### config.mk
export PLATFORM = sky130hd
export DESIGN_NAME = module_hazard_ctrl
export DESIGN_NICKNAME = d
export VERILOG_FILES = /design/src/rtl/hazard_pkg.sv /design/src/rtl/module_hazard_ctrl_forward_sel.sv /design/src/rtl/module_hazard_ctrl.sv
export SDC_FILE = /design/constraint.sdc
export NUM_CORES = 1
export LEC_CHECK = 0
export ABC_AREA = 1
export BUFFER_PORTS_ARGS = -buffer_cell sky130_fd_sc_hd__buf_4
export CAP_MARGIN = 15
export CORE_AREA = 2 2 43 75
export CTS_BUF_LIST = sky130_fd_sc_hd__clkbuf_16
export DETAILED_ROUTE_END_ITERATION = 8
export DIE_AREA = 0 0 45 77
export HOLD_SLACK_MARGIN = 0.06
export PLACE_DENSITY = 0.71
export SYNTH_ARGS = -nofsm -noshare
export SYNTH_HDL_FRONTEND = slang
export SYNTH_SLANG_ARGS = --single-unit
### constraint.sdc
create_clock -name clk_i -period 1.38 [get_ports clk_i]
set_input_delay 0.276 -clock clk_i [delete_from_list [all_inputs] [get_ports clk_i]]
set_output_delay 0.276 -clock clk_i [all_outputs]
set_load 0.005 [all_outputs]
### src/rtl/hazard_pkg.sv
// Shared types and helpers for the RV32I pipeline hazard control unit.
// Imported by module_hazard_ctrl and module_forward_sel.
package hazard_pkg;

    typedef enum logic [1:0] {
        FWD_RF  = 2'b00,
        FWD_WB  = 2'b01,
        FWD_MEM = 2'b10
    } fwd_sel_t;

    typedef enum logic [1:0] {
        IDLE = 2'd0,
        WAIT = 2'd1,
        ERR  = 2'd2
    } mem_state_t;

    localparam logic [4:0] REG_X0 = 5'd0;

    // x0 is hardwired to zero, so a write to it never produces a value to forward.
    function automatic logic reg_match(input logic       we,
                                       input logic [4:0] rd,
                                       input logic [4:0] rs);
        return we && (rd != REG_X0) && (rd == rs);
    endfunction

endpackage

### src/rtl/module_hazard_ctrl_forward_sel.sv
// EX-stage operand forwarding select for one source operand.
// Purely combinational; the M stage result has priority over the W stage result.
module module_forward_sel
    import hazard_pkg::*;
(
    input  logic [4:0] rs_e_i,
    input  logic [4:0] rd_m_i,
    input  logic [4:0] rd_w_i,
    input  logic       regwrite_m_i,
    input  logic       regwrite_w_i,
    output fwd_sel_t   fwd_o
);

    // NOTE: assigning a default before any branch keeps this block free of latches.
    always_comb begin
        fwd_o = FWD_RF;
        if (reg_match(regwrite_m_i, rd_m_i, rs_e_i)) begin
            fwd_o = FWD_MEM;
        end else if (reg_match(regwrite_w_i, rd_w_i, rs_e_i)) begin
            fwd_o = FWD_WB;
        end
    end

endmodule

### src/rtl/module_hazard_ctrl.sv
// Pipeline hazard control: forwarding, load-use stalls, branch flushes and data-memory wait FSM.
// Optional performance counters are built when HAZARD_PERF_CNT_EN is defined.
module module_hazard_ctrl
    import hazard_pkg::*;
#(
    parameter int TIMEOUT = 16,
    parameter int CNT_W   = 32
) (
    input  logic             clk_i,
    input  logic             rst_i,
    input  logic [4:0]       rs1_d_i,
    input  logic [4:0]       rs2_d_i,
    input  logic [4:0]       rs1_e_i,
    input  logic [4:0]       rs2_e_i,
    input  logic [4:0]       rd_e_i,
    input  logic [4:0]       rd_m_i,
    input  logic [4:0]       rd_w_i,
    input  logic             regwrite_m_i,
    input  logic             regwrite_w_i,
    input  logic             load_e_i,
    input  logic             pcsrc_e_i,
    input  logic             memreq_m_i,
    input  logic             dmem_ready_i,
    output logic [1:0]       fwd_a_e_o,
    output logic [1:0]       fwd_b_e_o,
    output logic             stall_f_o,
    output logic             stall_d_o,
    output logic             stall_e_o,
    output logic             stall_m_o,
    output logic             flush_d_o,
    output logic             flush_e_o,
    output logic             flush_w_o,
    output logic             err_o
`ifdef HAZARD_PERF_CNT_EN
    ,
    output logic [CNT_W-1:0] lwstall_cnt_o,
    output logic [CNT_W-1:0] memstall_cnt_o,
    output logic [CNT_W-1:0] flush_cnt_o
`endif
);

    localparam int CW = $clog2(TIMEOUT + 1);

    fwd_sel_t        fwd_a;
    fwd_sel_t        fwd_b;
    logic            lwstall;
    logic            mem_wait;
    logic            mem_stall;
    mem_state_t      state;
    mem_state_t      state_n;
    logic [CW-1:0]   wait_cnt;
    logic [CW-1:0]   wait_cnt_n;

    module_forward_sel u_fwd_a (
        .rs_e_i       (rs1_e_i),
        .rd_m_i       (rd_m_i),
        .rd_w_i       (rd_w_i),
        .regwrite_m_i (regwrite_m_i),
        .regwrite_w_i (regwrite_w_i),
        .fwd_o        (fwd_a)
    );

    module_forward_sel u_fwd_b (
        .rs_e_i       (rs2_e_i),
        .rd_m_i       (rd_m_i),
        .rd_w_i       (rd_w_i),
        .regwrite_m_i (regwrite_m_i),
        .regwrite_w_i (regwrite_w_i),
        .fwd_o        (fwd_b)
    );

    assign fwd_a_e_o = fwd_a;
    assign fwd_b_e_o = fwd_b;

    // A taken branch means D holds a wrong-path instruction, so there is no real dependency.
    assign lwstall = load_e_i && (rd_e_i != REG_X0) &&
                     ((rd_e_i == rs1_d_i) || (rd_e_i == rs2_d_i)) && !pcsrc_e_i;

    assign mem_wait  = memreq_m_i && !dmem_ready_i;
    assign mem_stall = mem_wait || (state == ERR);

    // NOTE: state and counter use non-blocking assignments so every flop samples pre-edge values.
    always_ff @(posedge clk_i or posedge rst_i) begin
        if (rst_i) begin
            state    <= IDLE;
            wait_cnt <= '0;
        end else begin
            state    <= state_n;
            wait_cnt <= wait_cnt_n;
        end
    end

    // wait_cnt holds the number of wait cycles already spent in the current access.
    always_comb begin
        state_n    = state;
        wait_cnt_n = wait_cnt;
        unique case (state)
            IDLE: begin
                if (mem_wait) begin
                    state_n    = WAIT;
                    wait_cnt_n = CW'(1);
                end
            end
            WAIT: begin
                if (dmem_ready_i) begin
                    state_n    = IDLE;
                    wait_cnt_n = '0;
                end else if (wait_cnt == CW'(TIMEOUT)) begin
                    state_n = ERR;
                end else begin
                    wait_cnt_n = wait_cnt + CW'(1);
                end
            end
            ERR: begin
                state_n = ERR;
            end
            default: begin
                state_n    = IDLE;
                wait_cnt_n = '0;
            end
        endcase
    end

    // A stage register only clears while enabled, so flushes are masked by mem_stall.
    assign stall_f_o = lwstall || mem_stall;
    assign stall_d_o = lwstall || mem_stall;
    assign stall_e_o = mem_stall;
    assign stall_m_o = mem_stall;
    assign flush_d_o = pcsrc_e_i && !mem_stall;
    assign flush_e_o = (lwstall || pcsrc_e_i) && !mem_stall;
    assign flush_w_o = mem_stall;
    assign err_o     = (state == ERR);

`ifdef HAZARD_PERF_CNT_EN
    logic [CNT_W-1:0] lwstall_cnt;
    logic [CNT_W-1:0] memstall_cnt;
    logic [CNT_W-1:0] flush_cnt;

    // Counters saturate at all-ones rather than wrapping.
    always_ff @(posedge clk_i or posedge rst_i) begin
        if (rst_i) begin
            lwstall_cnt  <= '0;
            memstall_cnt <= '0;
            flush_cnt    <= '0;
        end else begin
            if (lwstall && (lwstall_cnt != '1)) begin
                lwstall_cnt <= lwstall_cnt + CNT_W'(1);
            end
            if (mem_stall && (memstall_cnt != '1)) begin
                memstall_cnt <= memstall_cnt + CNT_W'(1);
            end
            if (pcsrc_e_i && !mem_stall && (flush_cnt != '1)) begin
                flush_cnt <= flush_cnt + CNT_W'(1);
            end
        end
    end

    assign lwstall_cnt_o  = lwstall_cnt;
    assign memstall_cnt_o = memstall_cnt;
    assign flush_cnt_o    = flush_cnt;
`endif

endmodule

==> impl_metrics.csv, run 1 <==
group,metric,value,unit
sta,worstMarginPinSlew,277.2,ps
yosys,synth_cells,158,
die,rows,26,
worst_hold_path,hold_class,"in -> reg",
drt,vias,1194,
clocking,cts_buffers,3,
worst_setup_path,worst_path_most_repeated_cell,"inv_2",
die,pin_count,55,
yosys,synth_top_family_by_area,"simple AND/OR/NAND/NOR gates",
layout,drive_gt1_frac,0.4449,
sta,finClkSkew,0.6481,ps
yosys,syn_area,969.7,sq um
worst_setup_path,worstPathArrival,1150,ps
die,start_util,0.3387,
sta,whs,324.2,ps
place,place_hpwl,2.385,mm
clocking,clock_path_buffers,2,
drt,drt_wl_total,2.997,mm
worst_setup_path,crit_chain,"nor2_2 > inv_2 > nand2_4 > inv_2 > nand3_2 > nand2_1 > buf_6",
drt,first_iter_violations,18,
worst_setup_path,endpoint_kind,"output pin",
yosys,syn-num-nets,203,
worst_setup_path,path_buf_inv,3,
grt,antenna_found_initial,0,
die,core,2863,sq um
sta,setup_viol,7,
clocking,cts_tree,"yes",
yosys,synth.area.top_cells,"dfrtp_1 (18%), nand2_1 (17%), xnor2_1 (14%)",
yosys,synth_warnings,0,
yosys,synth_xor_area_frac,0.2077,
drt,vias_per_cell,4.682,
layout,nNetsFinal,273,
grt,grt_start_max_net_pins,8,
power,seqPwrFrac,0.194,
layout,final_common_cell,"buf_4",
drt,wire_per_inst,11.75,um
sta,rsz0062_at_grt,"true",
power,pwr-share-comb,0.413,
sta,finalHoldViolCount,0,
grt,grt_pass1_wl,4.540,mm
yosys,synthAdderAreaFrac,0.02581,
power,internal_power,0.8747,mW
yosys,synth_area_leader_cell,"dfrtp_1",
power,switchingPower,0.3626,mW
grt,overflow,0,
layout,syn_to_final_growth,74.84,%
clocking,htreeDepth,1,
grt,grt_usage,0.1769,
yosys,synth-simple-area-share,0.3923,
yosys,avgSynthCellArea,6.137,sq um
place,port-buffer-count,54,
power,clockPowerShare,0.393,
clocking,clkLatencyLatePin,230,ps
power,swShare,0.2931,
clocking,cts.clk_slew.worst_paths,30,ps
sta,max_freq,699.3,MHz
yosys,yosys.cell_types.count,22,
layout,stdcell_area,1695,sq um
worst_setup_path,path_class,"reg -> out",
worst_setup_path,critical_path_required,1100,ps
worst_setup_path,cp_slowest_cell,"dfrtp_1",
yosys,synth_compound_area_frac,0.05548,
power,powerDensity,729.8,nW/um^2
sta,relSlewSlack,0.8152,
drt,ant_nets,0,
sta,postLayoutSetupSlackWorst,-49.98,ps
clocking,ctsRootBufferMaster,"clkbuf_16",
worst_setup_path,slowest_delay,370,ps
power,peakVddDrop,0.0009354,V
clocking,cts_sinks,7,
die,die_area,3465,sq um
status,violations,"setup timing",
worst_setup_path,worst-path-max-fanout,3,
die,dieHeight,77,um
die,die_x,45,um
yosys,synth_top_area_share,0.1806,
sta,maxSlewViolCount,0,
place,dpl_cell_area,1433,sq um
place,place_congestion,0.8329,
yosys,ys_seq_area_frac,0.1806,
yosys,synth_seq_cells,7,
power,p_leak,0.9254,nW
job,cap_violations,0,
layout,mostFrequentLayoutCells,"buf_4 (61), nand2_1 (40), inv_1 (24)",
sta,post-route-min-period,1430,ps
drt,drc,0,
status,outcome,"complete, but fails checks",
sta,finalCritPeriodShare,1.036,
worst_setup_path,critPathTopFamily,"flip-flops",
drt,first_pass_iters,4,
yosys,muxShareOfSynthArea,0,
worst_setup_path,start_kind,"flop",
grt,grt_pass1_vias,1187,
layout,num_antenna_cells,0,
Yosys cell counts, drive strengths merged:
master / instances
ha: 2
nor2: 18
nand4: 4
nand3: 12
dfrtp: 7
o21ai: 8
o22ai: 1
xnor2: 16
xor2: 7
nand2: 45
inv: 29
buf: 3
nor3: 5
or2: 1
worst min-delay path, cell delays in order:
cell     delay, ps
buf_4          100
nor2_2          40
nand3_2         50
nand2_1         40
routing by layer:
layer	share of wire	vias to the layer above	routed length (um)	global-route usage
met4	0.024	0	71	0.1029
met1	0.31	534	923	0.1319
li1	-	621	-	-
met3	0.048	7	143	0.02824
met2	0.62	32	1859	0.3614
met5	0	-	0	0
through the flow:
step	total power, mW	TNS, ps	cells	util	setup slack [ps]
6_report	1.237	-201.1	255	0.5922	-49.98
5_1_grt	1.311	-824.8	255	0.5922	-114.8
4_1_cts	1.162	-156.0	250	0.5459	-52.04
3_5_place_dp	0.6542	0	243	0.5004	7.972
3_3_place_gp	0.6479	0	243	0.5004	14.14
2_1_floorplan	0.4471	0	158	-	64.54
state kept, by name, summed over array words and instances, names as in the netlist:
name      count
state         2
wait_cnt      5
final cells by class:
type	count	area (sq um)
fillers	275	1167
multi-input cells	119	755.7
repair buffers	68	539.3
flip-flops and latches	7	175.2
inverters	29	111.4
clock buffers	3	75.07
well taps	28	35.03
clock inverters	1	3.754
timing repair:
action,4_1_cts,5_1_grt
hold buffers,1,0
hold endpoints to repair,7,0
gates resized for setup,9,25
setup endpoints to repair,7,14
buffers inserted,2,5
pin swaps,3,14
final timing paths:
kind	slack, ps	cells past startpoint	from	to
worst max-delay path	-50	7	state[0]$_DFFE_PP0P_	flush_e_o
worst min-delay path	320	4	dmem_ready_i	wait_cnt[4]$_DFFE_PP0P_
worst max register to register	-40	9	wait_cnt[1]$_DFFE_PP0P_	wait_cnt[1]$_DFFE_PP0P_
worst min register to register	620	2	wait_cnt[4]$_DFFE_PP0P_	wait_cnt[4]$_DFFE_PP0P_
max in group asynchronous	630	3	rst_i	wait_cnt[4]$_DFFE_PP0P_
min in group asynchronous	540	3	rst_i	state[0]$_DFFE_PP0P_
power by group through the flow:
stage | Sequential [mW] | Clock (mW) | Combinational [mW]
finish | 0.239 | 0.487 | 0.511
CTS | 0.240 | 0.493 | 0.429
detailed placement | 0.241 | 0 | 0.413
global placement | 0.241 | 0 | 0.407
global route | 0.241 | 0.507 | 0.562
floorplan | 0.243 | 0 | 0.204
cells by family (layout without fill, tap and decap cells):
family,after synthesis,in the layout
xor gates and xnor gates,23,23
and+or+nand+nor,85,85
DFF,7,7
buffers and inverters,32,101
AOI/OAI and AO/OA,9,9
adders and majority gates,2,2
Power figures use the tool's default switching activity.
==> inputs of run 2 (changes only) <==
- ABC_AREA: 1 -> default
- CORE_AREA: 2 2 43 75 -> 2 2 41 71
- DIE_AREA: 0 0 45 77 -> 0 0 43 73
- PLACE_DENSITY: 0.71 -> 0.72
==> run 2 against run 1 <==
Largest cell class unchanged. The flow still finishes with violations (setup timing). Sequential share of layout area about the same. Critical path depth decreased by 1. Global-route usage is 1.5 points higher. Fmax down 18%. Register-to-register slack gained 120 ps. Area after synthesis down 13%. Combinational power down 13%. Sequential power down 4%. Count of clock-buffer cells in the layout unchanged. Critical endpoint is now fwd_a_e_o[0]. Synthesized cell count is 35% lower. Worst hold slack got worse by 87 ps.
==> impl_metrics.csv, run 2 <==
group,metric,value,unit
status,outcome,"complete, but fails checks",
status,violations,"setup timing",
sta,maxSlewViolCount,0,
worst_setup_path,worstPathArrival,1470,ps
layout,drive_gt1_frac,0.5815,
die,die_area,3139,sq um
sta,max_freq,572.6,MHz
drt,wl_met3,203,um
grt,antenna_found_initial,0,
sta,rsz0062_at_grt,"true",
worst_setup_path,r2r-end,"wait_cnt[0]$_DFFE_PP0P_",
die,pin_count,55,
place,port-buffer-count,54,
yosys,synthTopCellsByCount,"xor2_1 (26), inv_1 (8), dfrtp_1 (7), nand2_1 (7), xnor2_1 (6)",
sta,worstMarginPinSlew,303.9,ps
yosys,synth_xor_area_frac,0.3314,
yosys,synth_top_area_share,0.2692,
drt,met2_length,1.689,mm
yosys,post-synth-top-count-cell,"xor2_1",
sta,finalHoldViolCount,0,
clocking,ctsRootBufferMaster,"clkbuf_16",
yosys,synth_seq_cells,7,
yosys,synth-simple-area-share,0.2293,
grt,overflow,0,
yosys,synth.area.top_cells,"xor2_1 (27%), dfrtp_1 (21%), xnor2_1 (6.2%)",
yosys,syn_area,845.8,sq um
power,internal_power,0.8489,mW
sta,post-route-min-period,1746,ps
yosys,synth_area_leader_cell,"xor2_1",
worst_setup_path,cp-endpoint,"fwd_a_e_o[0]",
worst_setup_path,r2r-start,"wait_cnt[0]$_DFFE_PP0P_",
power,switchingPower,0.3188,mW
power,p_leak,0.8179,nW
worst_setup_path,critical_path_required,1100,ps
clocking,clkLatencyLatePin,230,ps
die,core,2628,sq um
layout,nNetsFinal,230,
drt,drt_wl_total,2.823,mm
worst_setup_path,endpoint_kind,"output pin",
layout,num_antenna_cells,0,
worst_hold_path,hold_class,"in -> reg",
layout,syn_to_final_growth,101.2,%
power,peakVddDrop,0.0003961,V
die,rows,25,
yosys,synth_cells,102,
drt,top_layer,"met4",
grt,grt_start_max_net_pins,11,
yosys,synth_warnings,0,
layout,final_common_cell,"buf_4",
grt,grt_usage,0.1921,
layout,finalNonFillerCells,211,
drt,wire_per_inst,13.38,um
grt,grt_pass1_wl,4.657,mm
job,cap_violations,0,
worst_setup_path,start_kind,"primary input",
power,pwr-share-comb,0.379,
drt,vias,1048,
yosys,async_flop_share,1.000,
place,place_hpwl,2.363,mm
yosys,synth_top_family_by_area,"XOR/XNOR gates",
worst_setup_path,worstSetupStartpoint,"rd_m_i[0]",
drt,drt-met1-wl,901,um
power,clockPowerShare,0.425,
layout,mostFrequentLayoutCells,"buf_4 (74), xor2_1 (26), inv_1 (7), dfrtp_1 (7)",
yosys,yosys.cell_types.count,30,
die,die_x,43,um
worst_hold_path,whs_path_depth,2,
yosys,synth-main-ff-cell,"dfrtp_1",
sta,postLayoutSetupSlackWorst,-366.4,ps
yosys,ys_seq_area_frac,0.2071,
sta,whs,237.5,ps
yosys,muxShareOfSynthArea,0.01183,
layout,top_register,"wait_cnt",
die,start_util,0.3219,
yosys,synthAdderAreaFrac,0.02959,
power,seqPwrFrac,0.196,
clocking,cts.clk_slew.worst_paths,40,ps
drt,first_pass_iters,4,
yosys,syn-num-nets,147,
clocking,cts_tree,"yes",
power,powerDensity,686.2,nW/um^2
drt,first_iter_violations,5,
place,placedCellCount,202,
layout,largest_reg_flops,5,
yosys,synth_compound_area_frac,0.1243,
die,dieHeight,73,um
drt,drc,0,
worst_setup_path,path_class,"in -> out",
sta,setup_viol,9,
yosys,avgSynthCellArea,8.292,sq um
layout,reg_top3,"wait_cnt: 5 flops, state: 2 flops",
drt,vias_per_cell,4.967,
clocking,clock_path_buffers,2,
sta,finalCritPeriodShare,1.265,
yosys,synth_edf_count,0,
worst_setup_path,r2r_slack,80,ps
worst_setup_path,r2r_cells,6,
sta,relSlewSlack,0.7957,
clocking,htreeDepth,1,
drt,ant_nets,0,
clocking,cts_buffers,3,
power,total_power,1.168,mW
clocking,cts_sinks,7,
sta,finClkSkew,0.5131,ps
power,swShare,0.2730,
worst_setup_path,worst-path-max-fanout,2,
grt,grt_pass1_vias,1099,
place,place_congestion,0.8006,
run 2: cell types whose count changed after synthesis, moves of 3 or more:
| cell | before | now |
|---|---|---|
| a21oi_1 | 0 | 3 |
| nand2_1 | 43 | 7 |
| o21ai_0 | 5 | 2 |
| nand3_1 | 11 | 5 |
| or4_1 | 0 | 4 |
| xnor2_1 | 16 | 6 |
| nor2_1 | 16 | 4 |
| inv_1 | 27 | 8 |
| nand4_1 | 4 | 0 |
| xor2_1 | 7 | 26 |
run 2: per-stage QoR:
stage / worst slack (ps) / setup TNS, ps / utilization / instance area (sq um)
2_1_floorplan: -127.5 / -324.1 / - / 859.6
3_3_place_gp: -423.2 / -2249 / 0.5500 / 1445
3_5_place_dp: -436.4 / -2535 / 0.5500 / 1445
4_1_cts: -396.3 / -2393 / 0.6181 / 1624
5_1_grt: -472.8 / -2631 / 0.6476 / 1702
6_report: -366.4 / -2142 / 0.6476 / 1702
run 2: timing repair:
item,4_1_cts,5_1_grt
endpoints found under the hold margin,7,0
setup endpoints to repair,13,9
hold buffers,1,0
buffers inserted,2,2
pin swaps,4,7
gates resized for setup,17,13
run 2: worst min-delay path by stage:
stage                 startpoint                       to  slack (ps)
floorplan                  rst_i     state[0]$_DFFE_PP0P_          80
global placement           rst_i  wait_cnt[2]$_DFFE_PP0P_         230
detailed placement         rst_i  wait_cnt[2]$_DFFE_PP0P_         240
CTS                 dmem_ready_i     state[0]$_DFFE_PP0P_         240
global route        dmem_ready_i     state[0]$_DFFE_PP0P_         250
finish              dmem_ready_i     state[0]$_DFFE_PP0P_         240
run 2: power by group through the flow:
| stage | Clock (mW) | Combinational, mW | Sequential (mW) |
|---|---|---|---|
| floorplan | 0 | 0.152 | 0.237 |
| global placement | 0 | 0.371 | 0.231 |
| detailed placement | 0 | 0.384 | 0.232 |
| CTS | 0.503 | 0.417 | 0.229 |
| global route | 0.510 | 0.484 | 0.231 |
| finish | 0.496 | 0.443 | 0.229 |
run 2: logic make-up after synthesis:
group | count (synthesis)
xor gates and xnor gates | 32
buffers and inverters | 12
adders and majority gates | 2
DFF | 7
AOI/OAI and AO/OA | 16
muxes | 1
and+or+nand+nor | 32
run 2: metal layers:
layer  track usage  vias up
met5             0        -
met4       0.06061        0
met3       0.03960        4
met2        0.3990       46
met1        0.1744      480
li1              -      518
run 2: worst max-delay path, stage by stage:
cell	delay, ps
buf_8	90
or4_4	530
o21ai_4	190
nor4_2	90
nor4_2	140
buf_4	150
run 2: layout make-up:
cell class              count  area, sq um
flip-flops and latches      7        175.2
fillers                   221        925.9
clock inverters             1        3.754
clock buffers               3        75.07
well taps                  27        33.78
inverters                   8        30.03
repair buffers             82        648.1
multi-input cells          83        735.7
